$ cat config.mk
export PLATFORM = sky130hd
export DESIGN_NAME = cmp_arbiter
export DESIGN_NICKNAME = d
export VERILOG_FILES = /design/src/rtl/cmp_arbiter.sv
export SDC_FILE = /design/constraint.sdc
export NUM_CORES = 1
export LEC_CHECK = 0
export ABC_CLOCK_PERIOD_IN_PS = 2000
export BUFFER_PORTS_ARGS = -buffer_cell sky130_fd_sc_hd__buf_2
export CAP_MARGIN = 20
export CORE_MARGIN = 2
export CORE_UTILIZATION = 34
export CTS_BUF_LIST = sky130_fd_sc_hd__clkbuf_16
export DETAILED_ROUTE_END_ITERATION = 12
export PLACE_DENSITY = 0.82
export SLEW_MARGIN = 25
export SYNTH_ARGS = -nofsm -noshare
export SYNTH_HDL_FRONTEND = slang
export SYNTH_SLANG_ARGS = --single-unit
export TNS_END_PERCENT = 1
$ cat constraint.sdc
create_clock -name clk -period 2 [get_ports clk]
set_input_delay 0.4 -clock clk [delete_from_list [all_inputs] [get_ports clk]]
set_output_delay 0.4 -clock clk [all_outputs]
set_load 0.01 [all_outputs]
$ cat src/rtl/cmp_arbiter.sv
// Round-robin arbiter sharing one branch/condition comparator between
// the ID-stage branch unit (req0) and the EX-stage trap unit (req1).
module cmp_arbiter #(
  parameter int WIDTH = 32
) (
  input  logic             clk,
  input  logic             reset,
  input  logic             flush,
  input  logic             req0_valid,
  output logic             req0_ready,
  input  logic [2:0]       req0_op,
  input  logic [WIDTH-1:0] req0_a,
  input  logic [WIDTH-1:0] req0_b,
  input  logic             req1_valid,
  output logic             req1_ready,
  input  logic [2:0]       req1_op,
  input  logic [WIDTH-1:0] req1_a,
  input  logic [WIDTH-1:0] req1_b,
  output logic             rsp0_valid,
  output logic             rsp1_valid,
  output logic             rsp_true,
  output logic             rsp_err,
  output logic             last_grant
);

  typedef enum logic [2:0] {
    OP_EQ  = 3'd0,
    OP_NE  = 3'd1,
    OP_LTZ = 3'd2,
    OP_LEZ = 3'd3,
    OP_GTZ = 3'd4,
    OP_GEZ = 3'd5
  } cmp_op_e;

  logic             arb_ok;
  logic             grant0;
  logic             grant1;
  logic             accept;
  logic [2:0]       sel_op;
  logic [WIDTH-1:0] sel_a;
  logic [WIDTH-1:0] sel_b;
  logic             a_neg;
  logic             a_zero;
  logic             a_eq_b;
  logic             cmp_true;
  logic             cmp_err;
  logic             rsp_v;
  logic             rsp_idx;

  // Tie goes to whichever requester did not win last time.
  assign arb_ok = reset & ~flush;
  assign grant0 = arb_ok & req0_valid & (~req1_valid | last_grant);
  assign grant1 = arb_ok & req1_valid & (~req0_valid | ~last_grant);
  assign accept = grant0 | grant1;

  assign req0_ready = grant0;
  assign req1_ready = grant1;

  assign sel_op = grant1 ? req1_op : req0_op;
  assign sel_a  = grant1 ? req1_a  : req0_a;
  assign sel_b  = grant1 ? req1_b  : req0_b;

  assign a_neg  = sel_a[WIDTH-1];
  assign a_zero = (sel_a == '0);
  assign a_eq_b = (sel_a == sel_b);

  always_comb begin
    cmp_true = 1'b0;
    cmp_err  = 1'b0;
    case (cmp_op_e'(sel_op))
      OP_EQ:   cmp_true = a_eq_b;
      OP_NE:   cmp_true = ~a_eq_b;
      OP_LTZ:  cmp_true = a_neg;
      OP_LEZ:  cmp_true = a_neg | a_zero;
      OP_GTZ:  cmp_true = ~a_neg & ~a_zero;
      OP_GEZ:  cmp_true = ~a_neg;
      default: cmp_err  = 1'b1;
    endcase
  end

  always_ff @(posedge clk or negedge reset) begin
    if (!reset) begin
      rsp_v      <= 1'b0;
      rsp_idx    <= 1'b0;
      rsp_true   <= 1'b0;
      rsp_err    <= 1'b0;
      last_grant <= 1'b1;
    end else if (accept) begin
      rsp_v      <= 1'b1;
      rsp_idx    <= grant1;
      rsp_true   <= cmp_true;
      rsp_err    <= cmp_err;
      last_grant <= grant1;
    end else begin
      rsp_v      <= 1'b0;
    end
  end

  assign rsp0_valid = rsp_v & ~rsp_idx;
  assign rsp1_valid = rsp_v & rsp_idx;

endmodule

; Word level (Yosys, flattened, before mapping)
; Index checks and enable logic that the tools add are counted.
[word_totals]
register_bits = 5
in_bits = 139
output_inout_bits = 7
word_cells = 40
[op_classes]
eq_ne = 6
mux = 6
n_bitwise = 20
n_reduce_logical = 3
[op_table]
columns = operator, count
row1 = $mux 32, 2
row2 = $eq 32x32->1, 1
row3 = $logic_not 32->1, 1
row4 = $and 1x1->1, 8
row5 = $not 1->1, 8
row6 = $eq 3x2->1 const B, 2
row7 = $eq 3x3->1 const B, 2
row8 = $pmux 1 s6, 1
row9 = $reduce_or 6->1, 1
row10 = $or 1x1->1, 4
row11 = $eq 3x1->1 const B, 1
row12 = $logic_not 3->1, 1
row13 = $mux 3, 1
row14 = $mux 1, 2

; Longest topological paths before layout
; Gate-level depths: netlist of run 1.
[logic_depth]
ltp_word = 9
ltp_mapped = 8
mapped_depth_nobuf = 8

; Least setup slack after synthesis of run 1
; OpenSTA, ideal clock, no wires.
[synth_path]
kind = register to register
startpoint = register last_grant
endpoint = register rsp_true
setup_ps = 128
arrival_time_ps = 1664
t_required_ps = 1872
setup_slack_ps = 209
path_stages_with_launch = 8
path_buffers = 0
synth_period_minus_slack_ps = 1791
path_cell_list = dfstp_2 > a21o_4 > inv_4 > nor4_2 > nand2_1 > a221oi_2 > mux2i_1 > a21oi_1
[synth_between]
elab_chain_cells = 8
elab_cells_between_ends = 23
classes_between = eq/ne (6) / mux (4) / bitwise (11) / reduce/logical (2)
[synth_rtl]
columns = item, line
row1 = from (decl), 23  ; output logic last_grant
row2 = from (signal assigned), 93  ; last_grant <= grant1;
row3 = $not 1->1 (*), 53  ; assign grant1 = arb_ok & req1_valid & (~req0_valid | ~last_grant);
row4 = $or 1x1->1 (*), 53
row5 = $and 1x1->1 (*), 53
row6 = net req1_ready, 15  ; output logic req1_ready,
row7 = $mux 32, 60  ; assign sel_a = grant1 ? req1_a : req0_a;
row8 = $logic_not 32->1, 64  ; assign a_zero = (sel_a == '0);
row9 = $not 1->1, 75  ; OP_GTZ: cmp_true = ~a_neg & ~a_zero;
row10 = $and 1x1->1, 75
row11 = $pmux 1 s6, 70  ; case (cmp_op_e'(sel_op))
row12 = to (signal assigned), 91  ; rsp_true <= cmp_true;
row13 = to (decl), 21  ; output logic rsp_true,
; The timed path passes the listed nets; every way through them passes the cells marked *.
; A chain may end at the register's enable or synchronous reset.

; Worst setup path after layout of run 1
[layout_path]
startpoint = register last_grant
endpoint = register rsp_true
[layout_between]
elab_chain_cells = 8
elab_cells_between_ends = 23
classes_between = eq/ne (6) / mux (4) / bitwise (11) / reduce/logical (2)
[layout_rtl]
columns = item, line
row1 = $not 1->1, 53
row2 = $or 1x1->1, 53
row3 = $and 1x1->1, 53
row4 = $mux 32, 60
row5 = $logic_not 32->1, 64
row6 = $not 1->1, 75
row7 = $and 1x1->1, 75
row8 = $pmux 1 s6, 70
; Several ways; a longest one is shown, not always the timed one.

==> results of run 1 <==
## worst paths after layout
kind / end / slack [ps] / cells past startpoint
min in group clk: last_grant / 480 / 4
setup / recovery: rsp_true / 110 / 7
setup reg to reg: rsp_true / 110 / 7
hold reg to reg: rsp_err / 490 / 2
max in group asynchronous: last_grant / 1720 / 2
hold / removal: rsp_v / 80 / 2
## critical path: cells and delay by family (launching register included)
family,cells,cell delay [ps]
muxes,1,230
AOI/OAI and AO/OA,3,520
DFF,1,570
buffers and inverters,1,60
and+or+nand+nor,2,380
## power by group
part           switching (mW)  internal, mW
clock network          0.0714         0.260
registers              0.0148         0.123
logic                   0.184         0.228
total                   0.270         0.611
## metrics by stage
step,setup TNS (ps),total power [mW],worst slack [ps]
floorplan,0,0.3101,208.6
global placement,-36.84,0.5361,-36.84
detailed placement,-125.3,0.5444,-125.3
CTS,0,0.8751,43.09
global route,0,0.9344,17.56
finish,0,0.8813,106.1
## what timing repair did
action                     in CTS  in global routing
buffers inserted                0                  4
gates resized for setup         0                  2
setup endpoints to repair       0                  1
## synth_stat cells (all sizes together)
| master | count |
|---|---|
| xnor2 | 42 |
| xor2 | 22 |
| nor4 | 21 |
| nand4 | 15 |
| nand2 | 13 |
| nor3 | 6 |
| a21oi | 4 |
| dfrtp | 4 |
| inv | 4 |
| o21ai | 4 |
| mux2i | 3 |
| and2 | 2 |
| nand3 | 2 |
| nor2 | 2 |
| a21o | 1 |
| a221oi | 1 |
| a311oi | 1 |
| and2b | 1 |
| dfstp | 1 |
| mux2 | 1 |
| nand3b | 1 |
| nor2b | 1 |
| o211a | 1 |
| o22ai | 1 |
## cells by family (layout without fill, tap and decap cells)
kind of cell | Yosys count | in the layout
XOR/XNOR | 64 | 64
AND/OR/NAND/NOR | 64 | 64
AO/OA/AOI/OAI | 13 | 13
flip-flops | 5 | 5
multiplexers | 4 | 4
buffers and inverters | 4 | 166
## state kept, by name, indices dropped and copies added, names as in the netlist
signal and cells:
rsp_v 1, rsp_idx 1, rsp_err 1, rsp_true 1, last_grant 1
## routing by layer
metal / track usage, % / part of all wire, % / vias to the layer above
met2: 44.40 / 53 / 89
met4: 5.978 / 0.82 / 0
met5: 0 / 0 / -
li1: - / - / 895
met1: 23.07 / 37 / 740
met3: 4.401 / 8.9 / 4
## final cells by class
cell class	instances	area [um^2]
clock inverter	1	3.754
fill	311	1199
multi-input combinational	145	1087
sequential	5	126.4
tap	46	57.56
timing repair buffer	158	823.3
clock buffer	3	75.07
inverter	4	17.52
==> key figures, run 1 <==
Global routing
  • First-pass GRT wire length: 7.258 mm
  • Vias in the first global route: 1720
  • Initial antenna violation count: 0
  • Largest net degree at the start of global routing: 8
  • Total grt overflow: 0
  • Total track usage: 22.27%

STA
  • Clk_skew: 0.5391 ps
  • Rel. slew slack: 72.91%
  • Slew Viols, Final: 0
  • Minimum clock period: 1894 ps
  • Worst slew pin tran: 402.1 ps
  • Endpoints failing setup: 0
  • Peak Freq: 528.0 MHz
  • Number of hold violations in the final report: 0
  • Tcrit/Tclk final: 94.69%
  • Fin Hold WS: 76.64 ps
  • RSZ-0062 raised after global routing: no

Placed design
  • Placed inst area: 2069 um^2
  • Port Buf Inserts: 145
  • Post-DP HPWL: 4.238 mm
  • Routability Congestion: 0.8511
  • Inst Count DP: 354

Clocking
  • Latest clock arrival within the worst-skew pair: 230 ps
  • Max clock buf depth: 2
  • CTS tree: yes
  • CTS buffer count: 3
  • CTS H-tree depth: 1
  • Hold-fix buffers, CTS: 0
  • Clk slew on worst S/H paths: 40 ps
  • Clock root buffer: clkbuf_16
  • CTS sink cnt: 5

Power and ir drop
  • Pwr/cell area: 402.3 nW/um^2
  • Pleak: 1.062 nW
  • Peak VDD IR: 0.0003231 V

Floorplan
  • Die Footprint: 4079 um^2
  • Top-level I/O count: 146
  • Core Region: 3390 um^2
  • Die Height: 63.87 um
  • Starting Density: 35.95%
  • Row Count: 21
  • Die Wd: 63.87 um

Job
  • Max Cap Viol: 0

Detailed routing
  • Drt drc: 0
  • Drt first pass iters: 6
  • Vias/cell: 4.773
  • Routed vias: 1728
  • Detailed router's first-iteration violation count: 27
  • Routed Wire Length: 4.643 mm
  • Wire per inst: 12.83 um
  • Final ANT Viol Nets: 0

Final layout
  • Final core utilization: 64.64%
  • Layout area overhead: 79.77%
  • Nets: 456
  • Ant diodes: 0
  • Fin area: 2191 um^2
  • Non-filler instance count after layout: 362
  • Layout cells sized above 1: 54.43%
  • Leading cell type in the layout, fill and taps excluded: buf_2
  • Commonest cells after routing, fill and taps aside: buf_2 (145), xnor2_1 (42), xor2_1 (22)

Setup path
  • Worst EP arrival: 2000 ps
  • Crit path max fanout: 6
  • Max incr delay on CP: 570 ps
  • Crit end category: flip-flop
  • Worst Setup SP: last_grant
  • CP Data Required Time: 2110 ps
  • CP Class: reg -> reg
  • Cell Chain, Critical Path: a21o_4 > inv_4 > nor4_2 > nand2_1 > a221oi_2 > mux2i_1 > a21oi_1
  • RR Startpoint: last_grant
  • Slowest cell on crit path: dfstp_2
  • Setup crit start kind: flip-flop

Synth
  • Synth Cell Area: 1219 um^2
  • Flops & latches, synth: 5
  • Simple-gate area share of the yosys netlist: 30.70%
  • Yosys cell types: 28
  • Compound-Gate Fraction of Synth Area: 7.803%
  • Seq/Total Area, Yosys: 10.37%
  • Post-Synth Adder-Cell Area: 0%
  • Synthesized Nets: 293
  • Synth warn: 0
  • Yosys top cell by area: xnor2_1
  • Syn Inst Count: 154
  • Synth area leaders: xnor2_1 (30%), xor2_1 (16%), nor4_1 (9.8%)
  • Area share of the largest cell type after synthesis: 30.18%
  • Post-Synth XOR/XNOR Area: 46.00%
  • Largest family of logic cells by synthesized area: XOR/XNOR gates
  • Synth Area per Inst: 7.913 um^2
  • Post-synthesis mux area share: 3.696%

Run status
  • Run status: finished clean

Min path
  • Worst Hold Class: in -> async
(Power assumes the default switching activity.)
==> run 2, diff against run 1 <==
CORE_ASPECT_RATIO = 1.25   (was unset)
==> run 2 against run 1 <==
Effect of this change:
- critical path depth is 1 higher
- worst setup slack better by 43 ps
- largest power group unchanged
- routed wire length rose by 6.4%
- power increased by 1.7%
- non-clock buffer count grew 6
- largest cell class unchanged
==> key figures, run 2 (synthesis gave the netlist of run 1 again) <==
STA
  • Setup TNS: 0 ps (unchanged)
  • Worst slew pin tran: 388.3 ps (-13.81 ps)
  • Number of hold violations in the final report: 0 (unchanged)
  • Endpoints failing setup: 0 (unchanged)
  • Peak Freq: 540.2 MHz (+2.3%)
  • Rel. slew slack: 73.88% (+0.97 points)
  • Clk_skew: 0.3690 ps (-0.1701 ps)
  • Final worst slack: 148.8 ps (+42.72 ps)
  • Tcrit/Tclk final: 92.56% (-2.1 points)
  • Minimum clock period: 1851 ps (-42.72 ps)
  • Slew Viols, Final: 0 (unchanged)

Clocking
  • Latest clock arrival within the worst-skew pair: 230 ps (about the same)
  • Clock root buffer: clkbuf_16
  • Hold-fix buffers, CTS: 0 (unchanged)
  • CTS sink cnt: 5 (unchanged)
  • Clk slew on worst S/H paths: 30 ps (about the same)
  • CTS buffer count: 3 (unchanged)
  • Max clock buf depth: 2 (unchanged)
  • CTS tree: yes
  • CTS H-tree depth: 1 (unchanged)

Final layout
  • Leading cell type in the layout, fill and taps excluded: buf_2
  • Nets: 462 (+1.3%)
  • Fillers: 318 (+2.3%)
  • Ant diodes: 0 (unchanged)
  • Fin area: 2235 um^2 (+2.0%)
  • Commonest cells after routing, fill and taps aside: buf_2 (145), xnor2_1 (42), xor2_1 (22)
  • Layout cells sized above 1: 55.28% (+0.85 points)
  • Multi-input logic area: 1095 um^2 (+0.69%)
  • Reg area: 126.4 um^2 (unchanged)
  • Non-filler instance count after layout: 361 (-0.28%)
  • Layout area overhead: 83.37%

Power and ir drop
  • Tot Pwr: 0.8959 mW (+1.7%)
  • Switching power: 0.2774 mW (+2.6%)
  • Pleak: 1.091 nW (+2.8%)
  • Pwr/cell area: 400.9 nW/um^2 (-0.34%)
  • Clock power frac: 36.7% (-0.9 points)
  • Seq pwr share: 15.5% (-0.2 points)
  • Internal power: 0.6184 mW (+1.2%)
  • Peak VDD IR: 0.0003378 V (+4.6%)
  • Switching share of power: 30.97% (+0.30 points)
  • Combinational Power Share: 47.8% (+1.0 points)

Placed design
  • Port Buf Inserts: 145 (unchanged)
  • Post-DP HPWL: 4.283 mm (+1.1%)
  • Inst Count DP: 355 (+0.28%)
  • Routability Congestion: 0.8458 (-0.62%)
  • Placed inst area: 2121 um^2 (+2.5%)
  • Dpl ws: -102.8 ps (+22.54 ps)

Setup path
  • Setup crit start kind: flip-flop
  • Crit path max fanout: 7 (+1)
  • Crit end category: flip-flop
  • CP Data Required Time: 2100 ps (about the same)
  • CP Class: reg -> reg
  • Worst EP arrival: 1950 ps (-50 ps)

Global routing
  • Largest net degree at the start of global routing: 8 (unchanged)
  • First-pass GRT wire length: 7.479 mm (+3.0%)
  • Vias in the first global route: 1804 (+4.9%)
  • Initial antenna violation count: 0 (unchanged)
  • Total track usage: 23.10% (+0.84 points)
  • Total grt overflow: 0 (unchanged)

Detailed routing
  • Routed Wire Length: 4.941 mm (+6.4%)
  • Vias/cell: 5.019 (+5.2%)
  • Routed met2 length: 2.670 mm (+7.5%)
  • Met3 WL: 410 um (-1.2%)
  • Detailed router's first-iteration violation count: 38 (+41%)
  • Wire per inst: 13.69 um (+6.7%)
  • Drt first pass iters: 4 (-2)
  • Uppermost layer routed: met4
  • Routed vias: 1812 (+4.9%)
  • Wire length on met1: 1.773 mm (+4.0%)
  • Final ANT Viol Nets: 0 (unchanged)
  • Drt drc: 0 (unchanged)

Floorplan
  • Row Count: 24 (+14%)
  • Die Wd: 57.55 um (-9.9%)
  • Top-level I/O count: 146 (unchanged)
  • Starting Density: 35.29% (-0.66 points)
  • Die Footprint: 4082 um^2 (about the same)
  • Die Height: 70.94 um (+11%)
  • Core Region: 3453 um^2 (+1.9%)

Min path
  • Worst Hold Class: in -> async

Run status
  • Run status: finished clean

Job
  • Max Cap Viol: 0 (unchanged)
## run 2: changes by cell type in the layout (fill, tap and decap cells not counted), sizes merged
cell / previous run / this run
buf: 158 / 164
## run 2: stage by stage
step           hold slack (ps)  utilization, %
6_report                 85.24           64.71
5_1_grt                  95.07           64.71
4_1_cts                  85.94           63.70
3_5_place_dp             311.6           61.41
3_3_place_gp             310.9           61.41
2_1_floorplan            104.4               -
## run 2: final timing paths
path	start	end	slack (ps)	cells after the start
hold / removal	reset	rsp_v	90	2
setup reg to reg	last_grant	rsp_true	150	8
setup / recovery	last_grant	rsp_true	150	8
min in group clk	rsp_err	rsp_err	480	2
max in group asynchronous	reset	last_grant	1720	2
hold reg to reg	rsp_err	rsp_err	480	2
## run 2: timing repair
item                       in CTS  in global routing
resized for setup               0                  3
buffers inserted                0                  2
setup endpoints to repair       0                  1
## run 2: power groups by stage
stage / Sequential (mW) / Clock [mW] / Combinational [mW]
floorplan: 0.142 / 0 / 0.168
global placement: 0.138 / 0 / 0.412
detailed placement: 0.139 / 0 / 0.418
CTS: 0.138 / 0.330 / 0.424
global route: 0.140 / 0.337 / 0.469
finish: 0.139 / 0.329 / 0.428
## run 2: final cells by class
type	instances	area share (%)
multi-input cells	145	48.99
repair buffers	164	38.86
flip-flops and latches	5	5.655
clock buffers	3	3.359
well taps	39	2.184
inverters	4	0.7839
clock inverters	1	0.1680
## run 2: worst max-delay path: stages, from the launching register on
cell      delay (ps)
dfstp_2          570
a21o_4           190
inv_4             60
nor3_1           180
buf_4            140
nor2_1            30
o211a_1          200
a311oi_1         240
a21oi_1          100
## run 2: layer usage
layer / global-route usage (%) / vias up
met5: 0 / -
met4: 5.685 / 0
met1: 23.50 / 806
met2: 47.10 / 98
li1: - / 900
met3: 3.291 / 8
==> run 3, diff against run 2 <==
ABC_CLOCK_PERIOD_IN_PS = 1900   (was 2000)
clock period = 1.9 ns   (was 2 ns; I/O delays follow)
==> run 3 against run 2 <==
Effect of this change:
- cell area grew 4.6%
- cell count up 1.7%
- die area unchanged
- largest power group unchanged
- largest cell class unchanged
- critical path depth is 1 lower
==> key figures, run 3 (synthesis gave the netlist of run 1 again) <==
Run status
  • Run status: finished clean

Global routing
  • First-pass GRT wire length: 8.128 mm (+8.7%)
  • Grt peak-use layer: met2
  • Total grt overflow: 0 (unchanged)
  • GR Layer Usage met2: 52.40% (+5.3 points)
  • Vias in the first global route: 2023 (+12%)
  • Largest net degree at the start of global routing: 7 (-1)
  • Met1 usage: 23.16% (-0.33 points)
  • Total track usage: 24.92% (+1.8 points)
  • Initial antenna violation count: 0 (unchanged)
  • Met3 usage: 4.388% (+1.1 points)

Floorplan
  • Starting Density: 35.29% (unchanged)
  • Core Region: 3453 um^2 (unchanged)
  • Die Wd: 57.55 um (unchanged)
  • Die Height: 70.94 um (unchanged)
  • Die Footprint: 4082 um^2 (unchanged)
  • Row Count: 24 (unchanged)
  • Top-level I/O count: 146 (unchanged)

Clocking
  • Max clock buf depth: 2 (unchanged)
  • Latest clock arrival within the worst-skew pair: 230 ps (about the same)
  • CTS buffer count: 3 (unchanged)
  • CTS tree: yes
  • Clock root buffer: clkbuf_16
  • CTS H-tree depth: 1 (unchanged)
  • Clk slew on worst S/H paths: 40 ps (about the same)
  • CTS sink cnt: 5 (unchanged)

Final layout
  • Commonest cells after routing, fill and taps aside: buf_2 (145), xnor2_1 (38), buf_4 (25)
  • Leading cell type in the layout, fill and taps excluded: buf_2
  • Nets: 468 (+1.3%)
  • Layout cells sized above 1: 58.84% (+3.6 points)
  • Layout area overhead: 91.79%
  • Ant diodes: 0 (unchanged)
  • Fin area: 2337 um^2 (+4.6%)
  • Fillers: 314 (-1.3%)

Placed design
  • Port Buf Inserts: 145 (unchanged)
  • Dpl ws: -198.2 ps (-95.42 ps)
  • Routability Congestion: 0.8723 (+3.1%)
  • Placed inst area: 2166 um^2 (+2.1%)
  • Post-DP HPWL: 4.531 mm (+5.8%)

STA
  • Worst slew pin tran: 412.9 ps (+24.61 ps)
  • Peak Freq: 537.5 MHz (-0.51%)
  • Final worst slack: 39.43 ps (-109.4 ps)
  • Rel. slew slack: 72.22% (-1.7 points)
  • Tcrit/Tclk final: 97.92% (+5.4 points)
  • Number of hold violations in the final report: 0 (unchanged)
  • Slew Viols, Final: 0 (unchanged)
  • Endpoints failing setup: 0 (unchanged)
  • Clk_skew: 1.650 ps (+1.281 ps)
  • Minimum clock period: 1861 ps (+9.404 ps)

Power and ir drop
  • Pleak: 1.144 nW (+4.9%)
  • Pwr/cell area: 418.6 nW/um^2 (+4.4%)
  • Peak VDD IR: 0.0003819 V (+13%)
  • Tot Pwr: 0.9783 mW (+9.2%)

Setup path
  • Slowest cell on crit path: dfstp_2
  • Crit end category: flip-flop
  • Cell Chain, Critical Path: a21o_4 > buf_4 > mux2_4 > o21ai_2 > nand2_1 > a311oi_2 > a21oi_1
  • Delay-heaviest family, CP: compound AO/OA/AOI/OAI gates
  • RR Startpoint: last_grant
  • Crit path max fanout: 5 (-2)
  • Max incr delay on CP: 570 ps (about the same)
  • R2r setup slk: 40 ps (-110 ps)
  • Buf/Inv on CP: 1 (-1)
  • CP Class: reg -> reg
  • Setup crit start kind: flip-flop
  • Worst R2R Path Depth: 7 (-1)
  • CP Data Required Time: 2010 ps (-90 ps)
  • Reg2reg end: rsp_true
  • Worst EP arrival: 1970 ps (+20 ps)

Detailed routing
  • Routed vias: 1878 (+3.6%)
  • Vias/cell: 5.117 (+1.9%)
  • Drt first pass iters: 4 (unchanged)
  • Wire per inst: 14.50 um (+5.9%)
  • Detailed router's first-iteration violation count: 85 (+120%)
  • Final ANT Viol Nets: 0 (unchanged)
  • Routed Wire Length: 5.321 mm (+7.7%)
  • Drt drc: 0 (unchanged)

Job
  • Max Cap Viol: 0 (unchanged)

Min path
  • Worst Hold Class: in -> async
[run 3: layer usage]
metal / up-vias / wire length (um)
met5: - / 0
met4: 0 / 126
met3: 14 / 453
met2: 110 / 2994
met1: 840 / 1747
li1: 914 / -
[run 3: layout make-up]
cell class | instances | area [um^2] | area share [%]
Tap cell | 39 | 48.80 | 2.088
Clock inverter | 1 | 3.754 | 0.1606
Timing Repair Buffer | 170 | 913.4 | 39.08
Sequential cell | 5 | 126.4 | 5.407
Inverter | 4 | 17.52 | 0.7495
Clock buffer | 3 | 75.07 | 3.212
Multi-Input combinational cell | 145 | 1152 | 49.30
[run 3: how the worst max path moves through the flow]
stage / start / end / slack, ps / cells after the start
2_1_floorplan: last_grant / rsp_true / 110 / 7
3_3_place_gp: req0_a[7] / rsp_true / -160 / 9
3_5_place_dp: req0_a[15] / rsp_true / -200 / 9
4_1_cts: req0_a[15] / rsp_true / 20 / 9
5_1_grt: last_grant / rsp_true / -40 / 7
6_report: last_grant / rsp_true / 40 / 7
[run 3: what timing repair did]
| item | in CTS | in global routing |
|---|---|---|
| setup buffers | 0 | 3 |
| hold buffers | 0 | 0 |
| endpoints found under the setup margin | 0 | 1 |
| gates resized for setup | 0 | 12 |
[run 3: worst reg2reg max path, cell delays in order, from the launching register on]
cell and delay [ps]:
dfstp_2 570, a21o_4 180, buf_4 120, mux2_4 320, o21ai_2 80, nand2_1 110
a311oi_2 280, a21oi_1 90
[run 3: power by group]
part / total (mW) / switching, mW / internal [mW]
registers: 0.147 / 0.0173 / 0.130
clock network: 0.351 / 0.0774 / 0.273
logic: 0.480 / 0.218 / 0.262
[run 3: per-stage QoR]
| step | hold slack (ps) | setup TNS [ps] | utilization (%) | cells |
|---|---|---|---|---|
| after global routing | 68.94 | -37.40 | 67.68 | 367 |
| after floorplan | 84.41 | 0 | - | 154 |
| after CTS | 60.59 | 0 | 65.00 | 365 |
| final | 63.38 | 0 | 67.68 | 367 |
| after global placement | 291.0 | -163.9 | 62.72 | 361 |
| after detailed placement | 300.9 | -198.2 | 62.72 | 361 |
